[src/rtl/vliw_pkg.sv]
// Shared types and constants for the VLIW core's memory-side blocks.
package vliw_pkg;

  // Bus arbiter access sequencer states.
  typedef enum logic [1:0] {
    ST_IDLE     = 2'd0,
    ST_ACCESS   = 2'd1,
    ST_COMPLETE = 2'd2
  } arb_state_e;

  // Requester slot reserved for instruction fetch; FU n sits at slot 1+n.
  localparam int FETCH_REQ = 0;

  // Width of the external data bus and of every load/store data word.
  localparam int BUS_DATA_W = 64;

endpackage

[src/rtl/rr_priority_select.sv]
// Combinational round-robin picker: returns the first asserted request at or
// above ptr_i, wrapping around, as both a one-hot vector and an index.
module rr_priority_select #(
  parameter int N  = 2,
  parameter int IW = (N > 1) ? $clog2(N) : 1
) (
  input  logic [N-1:0]  req_i,
  input  logic [IW-1:0] ptr_i,
  output logic [N-1:0]  gnt_o,
  output logic [IW-1:0] idx_o
);

  logic [IW-1:0] pos;
  logic          found;

  // Walk the requests starting at the pointer and keep the first hit.
  always_comb begin
    // NOTE: every signal written here gets a default first, so no path can
    // leave one unassigned and infer a latch.
    gnt_o = '0;
    idx_o = '0;
    found = 1'b0;
    pos   = '0;
    for (int off = 0; off < N; off++) begin
      pos = IW'((int'(ptr_i) + off) % N);
      if (!found && req_i[pos]) begin
        found      = 1'b1;
        gnt_o[pos] = 1'b1;
        idx_o      = pos;
      end
    end
  end

endmodule

[src/rtl/mem_bus_arbiter.sv]
// Shares the external memory bus between instruction fetch (slot 0) and the
// functional-unit load/store ports, one fixed-latency transaction at a time.
module mem_bus_arbiter
  import vliw_pkg::*;
#(
  parameter int NFU                   = 2,
  parameter int PHYSICAL_ADDRESS_SIZE = 56,
  parameter int BUS_LATENCY           = 2,
  localparam int NREQ                 = NFU + 1
) (
  input  logic                             clk,
  input  logic                             rst,
  input  logic [NREQ-1:0]                  req,
  input  logic [PHYSICAL_ADDRESS_SIZE-1:0] reqAddr [NREQ],
  input  logic [NREQ-1:0]                  reqWrite,
  input  logic [BUS_DATA_W-1:0]            reqData [NREQ],
  output logic [NREQ-1:0]                  grant,
  output logic [NREQ-1:0]                  done,
  output logic [NREQ-1:0]                  error,
  output logic [BUS_DATA_W-1:0]            rdata [NREQ],
  output logic [PHYSICAL_ADDRESS_SIZE-1:0] addressBus,
  output logic [BUS_DATA_W-1:0]            dataOut,
  input  logic [BUS_DATA_W-1:0]            dataIn,
  output logic                             enableWrite,
  output logic                             busy
);

  localparam int IDX_W = $clog2(NREQ);
  localparam int PTR_W = (NFU > 1) ? $clog2(NFU) : 1;
  localparam int CNT_W = 4;

  arb_state_e                       state_q, state_d;
  logic [IDX_W-1:0]                 win_q, win_d;
  logic                             write_q, write_d;
  logic                             err_q, err_d;
  logic [CNT_W-1:0]                 cnt_q, cnt_d;
  logic [PTR_W-1:0]                 rr_ptr_q, rr_ptr_d;
  logic                             fetch_last_q, fetch_last_d;
  logic [NREQ-1:0]                  grant_q, grant_d;
  logic [NREQ-1:0]                  done_q, done_d;
  logic [NREQ-1:0]                  error_q, error_d;
  logic [PHYSICAL_ADDRESS_SIZE-1:0] addr_q, addr_d;
  logic [BUS_DATA_W-1:0]            wdata_q, wdata_d;
  logic                             we_q, we_d;
  logic [BUS_DATA_W-1:0]            rdata_q [NREQ];
  logic [BUS_DATA_W-1:0]            rdata_d [NREQ];

  logic [NFU-1:0]   fu_gnt;
  logic [PTR_W-1:0] fu_idx;
  logic             fu_any;
  logic             fetch_wins;
  logic [IDX_W-1:0] win;

  rr_priority_select #(
    .N  (NFU),
    .IW (PTR_W)
  ) u_fu_select (
    .req_i (req[NREQ-1:1]),
    .ptr_i (rr_ptr_q),
    .gnt_o (fu_gnt),
    .idx_o (fu_idx)
  );

  assign fu_any = |fu_gnt;

  // Fetch normally wins, but never twice in a row while an FU is waiting,
  // so each FU loses at most one fetch transaction per arbitration round.
  assign fetch_wins = req[FETCH_REQ] && !(fetch_last_q && fu_any);
  assign win        = fetch_wins ? IDX_W'(FETCH_REQ) : IDX_W'(fu_idx) + IDX_W'(1);

  // Next-state and registered-output logic of the access sequencer.
  always_comb begin
    state_d      = state_q;
    win_d        = win_q;
    write_d      = write_q;
    err_d        = err_q;
    cnt_d        = cnt_q;
    rr_ptr_d     = rr_ptr_q;
    fetch_last_d = fetch_last_q;
    grant_d      = '0;
    done_d       = '0;
    error_d      = '0;
    addr_d       = addr_q;
    wdata_d      = wdata_q;
    we_d         = we_q;
    rdata_d      = rdata_q;

    unique case (state_q)
      ST_IDLE: begin
        if (req != '0) begin
          win_d          = win;
          write_d        = reqWrite[win];
          grant_d[win]   = 1'b1;
          fetch_last_d   = (win == IDX_W'(FETCH_REQ));
          if (reqAddr[win][2:0] != 3'b000) begin
            // Misaligned: report it without ever touching the bus.
            err_d   = 1'b1;
            state_d = ST_COMPLETE;
          end else begin
            err_d   = 1'b0;
            addr_d  = reqAddr[win];
            wdata_d = reqData[win];
            we_d    = reqWrite[win];
            cnt_d   = CNT_W'(BUS_LATENCY - 1);
            state_d = ST_ACCESS;
          end
        end
      end
      ST_ACCESS: begin
        if (cnt_q != '0) begin
          cnt_d = cnt_q - 1'b1;
        end else begin
          if (!write_q) begin
            rdata_d[win_q] = dataIn;
          end
          we_d    = 1'b0;
          addr_d  = '0;
          wdata_d = '0;
          state_d = ST_COMPLETE;
        end
      end
      ST_COMPLETE: begin
        done_d[win_q]  = 1'b1;
        error_d[win_q] = err_q;
        if (win_q != IDX_W'(FETCH_REQ)) begin
          // Next FU search starts just past the FU that was served.
          rr_ptr_d = PTR_W'(int'(win_q) % NFU);
        end
        state_d = ST_IDLE;
      end
      default: state_d = ST_IDLE;
    endcase
  end

  // State and output registers with synchronous reset.
  always_ff @(posedge clk) begin
    // NOTE: sequential state uses non-blocking assignments so every register
    // samples the pre-edge values regardless of statement order.
    if (rst) begin
      state_q      <= ST_IDLE;
      win_q        <= '0;
      write_q      <= 1'b0;
      err_q        <= 1'b0;
      cnt_q        <= '0;
      rr_ptr_q     <= '0;
      fetch_last_q <= 1'b0;
      grant_q      <= '0;
      done_q       <= '0;
      error_q      <= '0;
      addr_q       <= '0;
      wdata_q      <= '0;
      we_q         <= 1'b0;
      // NOTE: the load-data array is only NREQ words and is architecturally
      // visible as zero after reset, so it is cleared like any other register.
      for (int i = 0; i < NREQ; i++) begin
        rdata_q[i] <= '0;
      end
    end else begin
      state_q      <= state_d;
      win_q        <= win_d;
      write_q      <= write_d;
      err_q        <= err_d;
      cnt_q        <= cnt_d;
      rr_ptr_q     <= rr_ptr_d;
      fetch_last_q <= fetch_last_d;
      grant_q      <= grant_d;
      done_q       <= done_d;
      error_q      <= error_d;
      addr_q       <= addr_d;
      wdata_q      <= wdata_d;
      we_q         <= we_d;
      rdata_q      <= rdata_d;
    end
  end

  assign grant       = grant_q;
  assign done        = done_q;
  assign error       = error_q;
  assign rdata       = rdata_q;
  assign addressBus  = addr_q;
  assign dataOut     = wdata_q;
  assign enableWrite = we_q;
  assign busy        = (state_q != ST_IDLE);

endmodule
[config.mk]
export PLATFORM = sky130hd
export DESIGN_NAME = mem_bus_arbiter
export DESIGN_NICKNAME = d
export VERILOG_FILES = /design/src/rtl/vliw_pkg.sv /design/src/rtl/rr_priority_select.sv /design/src/rtl/mem_bus_arbiter.sv
export SDC_FILE = /design/constraint.sdc
export NUM_CORES = 1
export LEC_CHECK = 0
export CAP_MARGIN = 20
export CORE_AREA = 4 4 290 292
export CTS_CLUSTER_DIAMETER = 120
export CTS_CLUSTER_SIZE = 28
export DETAILED_ROUTE_END_ITERATION = 8
export DIE_AREA = 0 0 294 296
export GPL_TIMING_DRIVEN = 0
export SETUP_SLACK_MARGIN = 0.3
export SLEW_MARGIN = 20
export SYNTH_ARGS = -nofsm -noshare
export SYNTH_HDL_FRONTEND = slang
export SYNTH_HIERARCHICAL = 1
export SYNTH_SLANG_ARGS = --single-unit
[constraint.sdc]
create_clock -name clk -period 6 [get_ports clk]
set_clock_uncertainty 0.2 [all_clocks]
set_input_delay 1.2 -clock clk [delete_from_list [all_inputs] [get_ports clk]]
set_output_delay 1.2 -clock clk [all_outputs]
set_load 0.005 [all_outputs]
# Yosys cells after proc, flatten, opt, wreduce, memory -nomap -nowiden
# Cells that the tools add are included.
# op_classes
add_sub_neg,3
order_cmp,11
n_eq_ne,6
mux,50
bitwise_logic,9
reduce_logical,27
# op_table
cell,n
two-way mux 64 bit,6
two-way mux 56 bit,5
bitwise mux 192 bit,1
binary-select mux 64 bit (select 2 bit),1
demux 64 bit (select 2 bit),1
case mux 64 bit (2 select lines),1
binary-select mux 56 bit (select 2 bit),1
case mux 56 bit (2 select lines),1
two-way mux 1 bit,16
two-way mux 2 bit,6
two-way mux 4 bit,3
logical AND 1 bit,8
"!= test 2 bit, second input constant",4
case mux 4 bit (2 select lines),1
AND reduction 4 bit,2
">= comparator 3 bit, second input constant",2
"< comparator 2 x 3 -> 1 bit, second input constant",2
NOT 2 -> 3 bit,2
AND reduction 2 bit,3
nonzero test 2 bit,3
nonzero test 3 bit,2
NOT 1 bit,5
demux 1 bit (select 2 bit),2
">= comparator 2 x 1 -> 1 bit, second input constant",2
other kinds (20),26
# word_totals
regBits,334
output_inout_bits,323

# Logic depth before layout (Yosys ltp)
# depth
ltp_word,20
depth_mapped,11

# Hierarchy
# The synthesis kept the hierarchy.
# by_module_without_submodules
mod,instances,cells_per_inst,area_each_um2,seq_area_each_um2
mem_bus_arbiter,1,1731,14347.5,6686.4
rr_priority_select,1,4,30.0,0.0

# Least setup slack after synthesis
# Ideal clock, no wire load.
# synth_timing
kind,input to register
start,input port req[2]
end,"register wdata_q[50], in the netlist dataOut[50]"
arrival_ps,3170
required_time_ps,5677
path_slack_ps,2508
path_stages,10
n_path_buf,4
cell_sequence,a21boi_1 -> buf_2 -> or4b_1 -> o41ai_1 -> mux2i_1 -> or4_1 -> clkbuf_1 -> buf_4 -> buf_6 -> mux2i_1
# synth_between
elab_chain_len,18
elab_cells_between_ends,33
# synth_lines
element,line,rtl
"start, declared",mem_bus_arbiter.sv:13,"input logic [NREQ-1:0] req,"
two-way mux 1 bit (not written as such) (2 in a row),rr_priority_select.sv:26,if (!found && req_i[pos]) begin
two-way mux 1 bit,rr_priority_select.sv:26,
logical NOT 1 bit,rr_priority_select.sv:26,
logical AND 1 bit,rr_priority_select.sv:26,
two-way mux 2 bit,rr_priority_select.sv:26,
OR reduction 2 bit,mem_bus_arbiter.sv:64,assign fu_any = |fu_gnt;
logical AND 1 bit,mem_bus_arbiter.sv:68,assign fetch_wins = req[FETCH_REQ] && !(fetch_last_q && fu_any);
logical NOT 1 bit,mem_bus_arbiter.sv:68,
logical AND 1 bit,mem_bus_arbiter.sv:68,
two-way mux 2 bit,mem_bus_arbiter.sv:69,assign win = fetch_wins ? IDX_W'(FETCH_REQ) : IDX_W'(fu_idx) + IDX_W'(1);
NOT 2 -> 3 bit (not written as such),"mem_bus_arbiter.sv:95, mem_bus_arbiter.sv:102",
binary-select mux 56 bit (select 2 bit) or binary-select mux 64 bit (select 2 bit) (tied branches),"mem_bus_arbiter.sv:95, mem_bus_arbiter.sv:102",
two-way mux 56 bit or two-way mux 64 bit (tied branches) (2 in a row),-,
nonzero test 3 bit or two-way mux 64 bit (tied branches),mem_bus_arbiter.sv:95,if (reqAddr[win][2:0] != 3'b000) begin
!= test 2 bit (no line) or two-way mux 64 bit (tied branches),-,
AND reduction 4 bit (no line) or case mux 64 bit (2 select lines) (tied branches),-,
"end signal, assigned",mem_bus_arbiter.sv:170,wdata_q <= wdata_d;
"end, declared",mem_bus_arbiter.sv:43,"logic [BUS_DATA_W-1:0] wdata_q, wdata_d;"
# Parallel ways exist; a longest one is shown, timed or not. The select of a mux whose other input is x is not followed.
# A chain may end at the register's enable or synchronous reset.

# Worst setup path in the final report
# layout_timing
start,input port req[2]
end,"register wdata_q[27], in the netlist dataOut[27]"
# layout_between
elab_cells_between_ends,33
# layout_lines
element,line,rtl
two-way mux 1 bit (not written as such) (2 in a row),rr_priority_select.sv:26,
two-way mux 1 bit,rr_priority_select.sv:26,
logical NOT 1 bit,rr_priority_select.sv:26,
logical AND 1 bit,rr_priority_select.sv:26,
two-way mux 1 bit *,rr_priority_select.sv:26,
named net fu_idx,mem_bus_arbiter.sv:49,logic [PTR_W-1:0] fu_idx;
adder 1 x 1 -> 2 bit *,mem_bus_arbiter.sv:69,
two-way mux 2 bit *,mem_bus_arbiter.sv:69,
NOT 2 -> 3 bit (not written as such) *,"mem_bus_arbiter.sv:95, mem_bus_arbiter.sv:102",
binary-select mux 56 bit (select 2 bit) or binary-select mux 64 bit (select 2 bit) (tied branches),"mem_bus_arbiter.sv:95, mem_bus_arbiter.sv:102",
two-way mux 56 bit or two-way mux 64 bit (tied branches) (2 in a row),-,
nonzero test 3 bit or two-way mux 64 bit (tied branches),mem_bus_arbiter.sv:95,
!= test 2 bit (no line) or two-way mux 64 bit (tied branches),-,
AND reduction 4 bit (no line) or case mux 64 bit (2 select lines) (tied branches),-,
# The timed path passes the listed nets; every way through them passes the cells marked *. The select of a mux whose other input is x is not followed.

==> metrics.md <==
| Metric | Value |
|---|---|
| Outcome | `finished, final reports clean` |
| Post-synth EDFFs | `0` |
| Max Cap Violations | `0` |
| CP endpoint kind | `flip-flop` |
| Row cnt | `about 110` |
| Root Driver | `clkbuf_16` |
| Bufs and invs on worst path | `5` |
| Initial DRC count | `716` |
| Post-DP HPWL | `70.1 mm` |
| Die ar. | `0.0870 sq mm` |
| Clock period minus worst slack | `4.66 ns` |
| Slew Limit Headroom | `31.5%` |
| # Post-CTS Setup Buffers | `0` |
| Total number of yosys warnings | `6` |
| TritonCTS buffer count | `18` |
| Post-Syn Instances | `1735` |
| Number of I/O pins | `755` |
| CP dominant cell by count | `mux2i_1` |
| Largest family of logic cells by synthesized area | `simple AND/OR/NAND/NOR gates` |
| Area growth, synth to finish | `66.3%` |
| Worst Path Arrival | `around 5 ns` |
| Commonest cells post-synth | `nand2_1 (626), dfxtp_1 (334), mux2i_1 (238)` |
| Initial antenna violation count | `between 40 and 50` |
| Total GRT Usage | `18.1%` |
| Mean Syn Cell Area | `slightly above 8 sq um` |
| Achievable Freq | `0.214 GHz` |
| Core area | `0.0816 sq mm` |
| Grt ovf | `0` |
| Initial core utilization | `17.6%` |
| Synth Area in Simple Gates | `18.5%` |
| TNS Setup | `0 ns` |
| Number of hold violations in the final report | `0` |
| Post-Syn Area | `0.0144 sq mm` |
| Power Total | `approximately 4.8 mW` |
| Drt drc | `0` |
| CTS tree | `done` |
| Critical Path RT | `6.22 ns` |
| Share of layout cells above drive strength 1 | `1.91%` |
| First-pass GRT wire length | `between 100 and 150 mm` |
| Wire per inst | `23.4 um` |
| Most common cell in the synthesized netlist | `nand2_1` |
| Synth area leaders | `dfxtp_1 (47%), mux2i_1 (17%), nand2_1 (16%)` |
| HP Class | `reg2reg` |
| Chip Height | `296 um` |
| Slowest-stage cell, CP | `or4_1` |
| Clock transition at path regs | `0.11 ns` |
| #FFs+latches synth | `334` |
| H-tree depth | `1` |
| Worst-Margin Slew | `1.03 ns` |
| Final nets | `2944` |
| First-pass detailed-route iteration total | `5` |
| Number of global-route vias before repair | `14700` |
| Delay of the slowest cell on the worst path | `about 0.61 ns` |
| Synth Flop Type | `dfxtp_1` |
| Vias per cell | `4.30` |
| Post-Syn Nets | `2169` |
| Largest net degree at the start of global routing | `29` |
| Part of the cycle the worst path needs | `just under 80%` |
| Critical path launch point type | `input port` |
| Synth unique cells | `38` |
| Post-DRT Antenna Nets | `0` |
| Post-synthesis sequential area ratio | `46.5%` |
| VDD IR max | `172 uV` |
| Pins Over Slew Limit | `0` |
| # port buffers | `approximately 750` |
| Clk_lat worst skew | `0.56 ns` |
| Crit path kind | `in2reg` |
| Synth top area share | `46.5%` |
| Via count | `15500` |
| Async set-or-reset flop fraction in the synthesized netlist | `0%` |
| RSZ-0062 raised after global routing | `no` |
| # resized after CTS | `0` |
| Cts hold-fix bufs | `0` |
| Worst-path maximum fanout | `10` |
| Clock sink count | `334` |
| Final setup viols | `0` |
| Top cell family by delay on the critical path | `buffers and inverters` |
| PwrDens | `200 mW/mm^2` |
| Adder-cell area share of the yosys netlist | `0.174%` |
| Post-synth top area cell | `dfxtp_1` |
| Xor/xnor share of the synthesized area | `0.0609%` |
| CTS max path bufs | `3` |
| Leak Pwr | `8.63 nW` |
| Mux contribution to synthesized area | `16.6%` |
| Crit-path cells | `clkdlybuf4s50_1 -> a21boi_1 -> buf_2 -> or4b_1 -> o41ai_1 -> mux2i_1 -> or4_1 -> clkbuf_1 -> buf_4 -> buf_6 -> mux2i_1` |
| Gp weighted congestion | `0.892` |
| Compound-cell area share of the yosys netlist | `13.7%` |
| Overall die width | `294 um` |
| Final hold slack | `0.258 ns` |
| Final WL | `84.2 mm` |
-- worst reg2reg max path, stage by stage, from the launching register on --
cell	delay (ns)
dfxtp_1	0.37
inv_1	0.07
a21boi_1	0.11
buf_2	0.34
or4b_1	0.49
o41ai_1	0.13
mux2i_1	0.45
or4_1	0.62
clkbuf_1	0.27
buf_4	0.31
buf_6	0.21
mux2i_1	0.12
-- layout by cell type, fill, tap and decap left out, types with 2 or more instances in the layout --
cell type	netlist	layout
a21boi_1	2	2
a21o_1	2	2
a21oi_1	198	198
and2_1	4	4
and3_1	3	3
buf_1	6	6
buf_2	5	5
buf_6	9	10
clkbuf_1	127	124
clkbuf_16	0	19
clkbuf_2	0	3
clkdlybuf4s50_1	0	754
dfxtp_1	334	334
diode_2	0	10
ha_1	2	2
inv_1	3	3
inv_16	0	2
inv_8	0	2
mux2i_1	238	238
nand2_1	626	626
nand2b_1	2	2
nand3_1	3	3
nand3b_1	2	2
nor2_1	10	10
nor2b_1	3	3
nor3_1	13	12
nor3b_1	4	4
nor4_1	2	2
o211ai_1	117	117
o21ai_0	2	2
o21ai_1	2	2
o41ai_1	2	2
or3_1	2	2
or3b_1	2	2
-- flip-flops by register name, summed over array words and instances (netlist names), 2 cells and up --
register	flops
dataOut	64
cnt_q	4
state_q	2
grant	3
win_q	2
done	3
error	3
addressBus	56
rdata	192
-- kinds of logic (layout without fill, tap and decap cells) --
logic type | after synthesis | after routing
buffers and inverters | 151 | 932
muxes | 238 | 238
xor gates and xnor gates | 1 | 1
and+or+nand+nor | 680 | 680
other | 0 | 10
DFF | 334 | 334
adders and majority gates | 2 | 2
AOI/OAI and AO/OA | 329 | 329
-- routing by layer --
metal,share of wire (%),vias up,track usage [%]
met5,0.16,-,0
met4,2.9,20,4.58
met3,8.8,143,5.51
met2,51,685,33.5
met1,37,7211,20.3
li1,-,7418,-
-- power by group --
part | total (mW) | internal [mW] | switching (mW)
Combinational | 0.935 | 0.489 | 0.445
Clock | 1.53 | 0.655 | 0.878
Sequential | 2.30 | 2.27 | 0.0338
Total | 4.77 | 3.41 | 1.36
-- final timing paths --
| path | depth (start not counted) | endpoint | slack, ns | from |
|---|---|---|---|---|
| worst max-delay path | 11 | dataOut[27]$_SDFFE_PP0P_ | 1.34 | req[2] |
| worst min-delay path | 2 | rdata[14]$_SDFFE_PP0P_ | 0.26 | rdata[14]$_SDFFE_PP0P_ |
| worst max register to register | 11 | dataOut[27]$_SDFFE_PP0P_ | 2.19 | rr_ptr_q$_SDFFE_PP0P_ |
| worst min register to register | 2 | rdata[14]$_SDFFE_PP0P_ | 0.26 | rdata[14]$_SDFFE_PP0P_ |
-- per-stage QoR --
stage               instance area, sq um  util, %  setup slack [ns]  std cells
floorplan                          14400        -              2.51       1735
global placement                   23300     28.5             0.660       3559
detailed placement                 23300     28.5             0.686       3560
CTS                                23900     29.3              1.30       3586
global route                       23900     29.3              1.16       3587
finish                             23900     29.3              1.34       3596
-- layout make-up --
cell class                 instances  area, sq um
sequential                       334         6690
clock buffer                      19          475
tap                             1070         1340
clock inverter                     7          128
inverter                           3         11.3
multi-input combinational       1250         7050
antenna                           10         25.0
fill                            8821        57700
timing repair buffer             755         7560
buffer                           148          637
No activity file was read; power rests on OpenSTA's default activity.
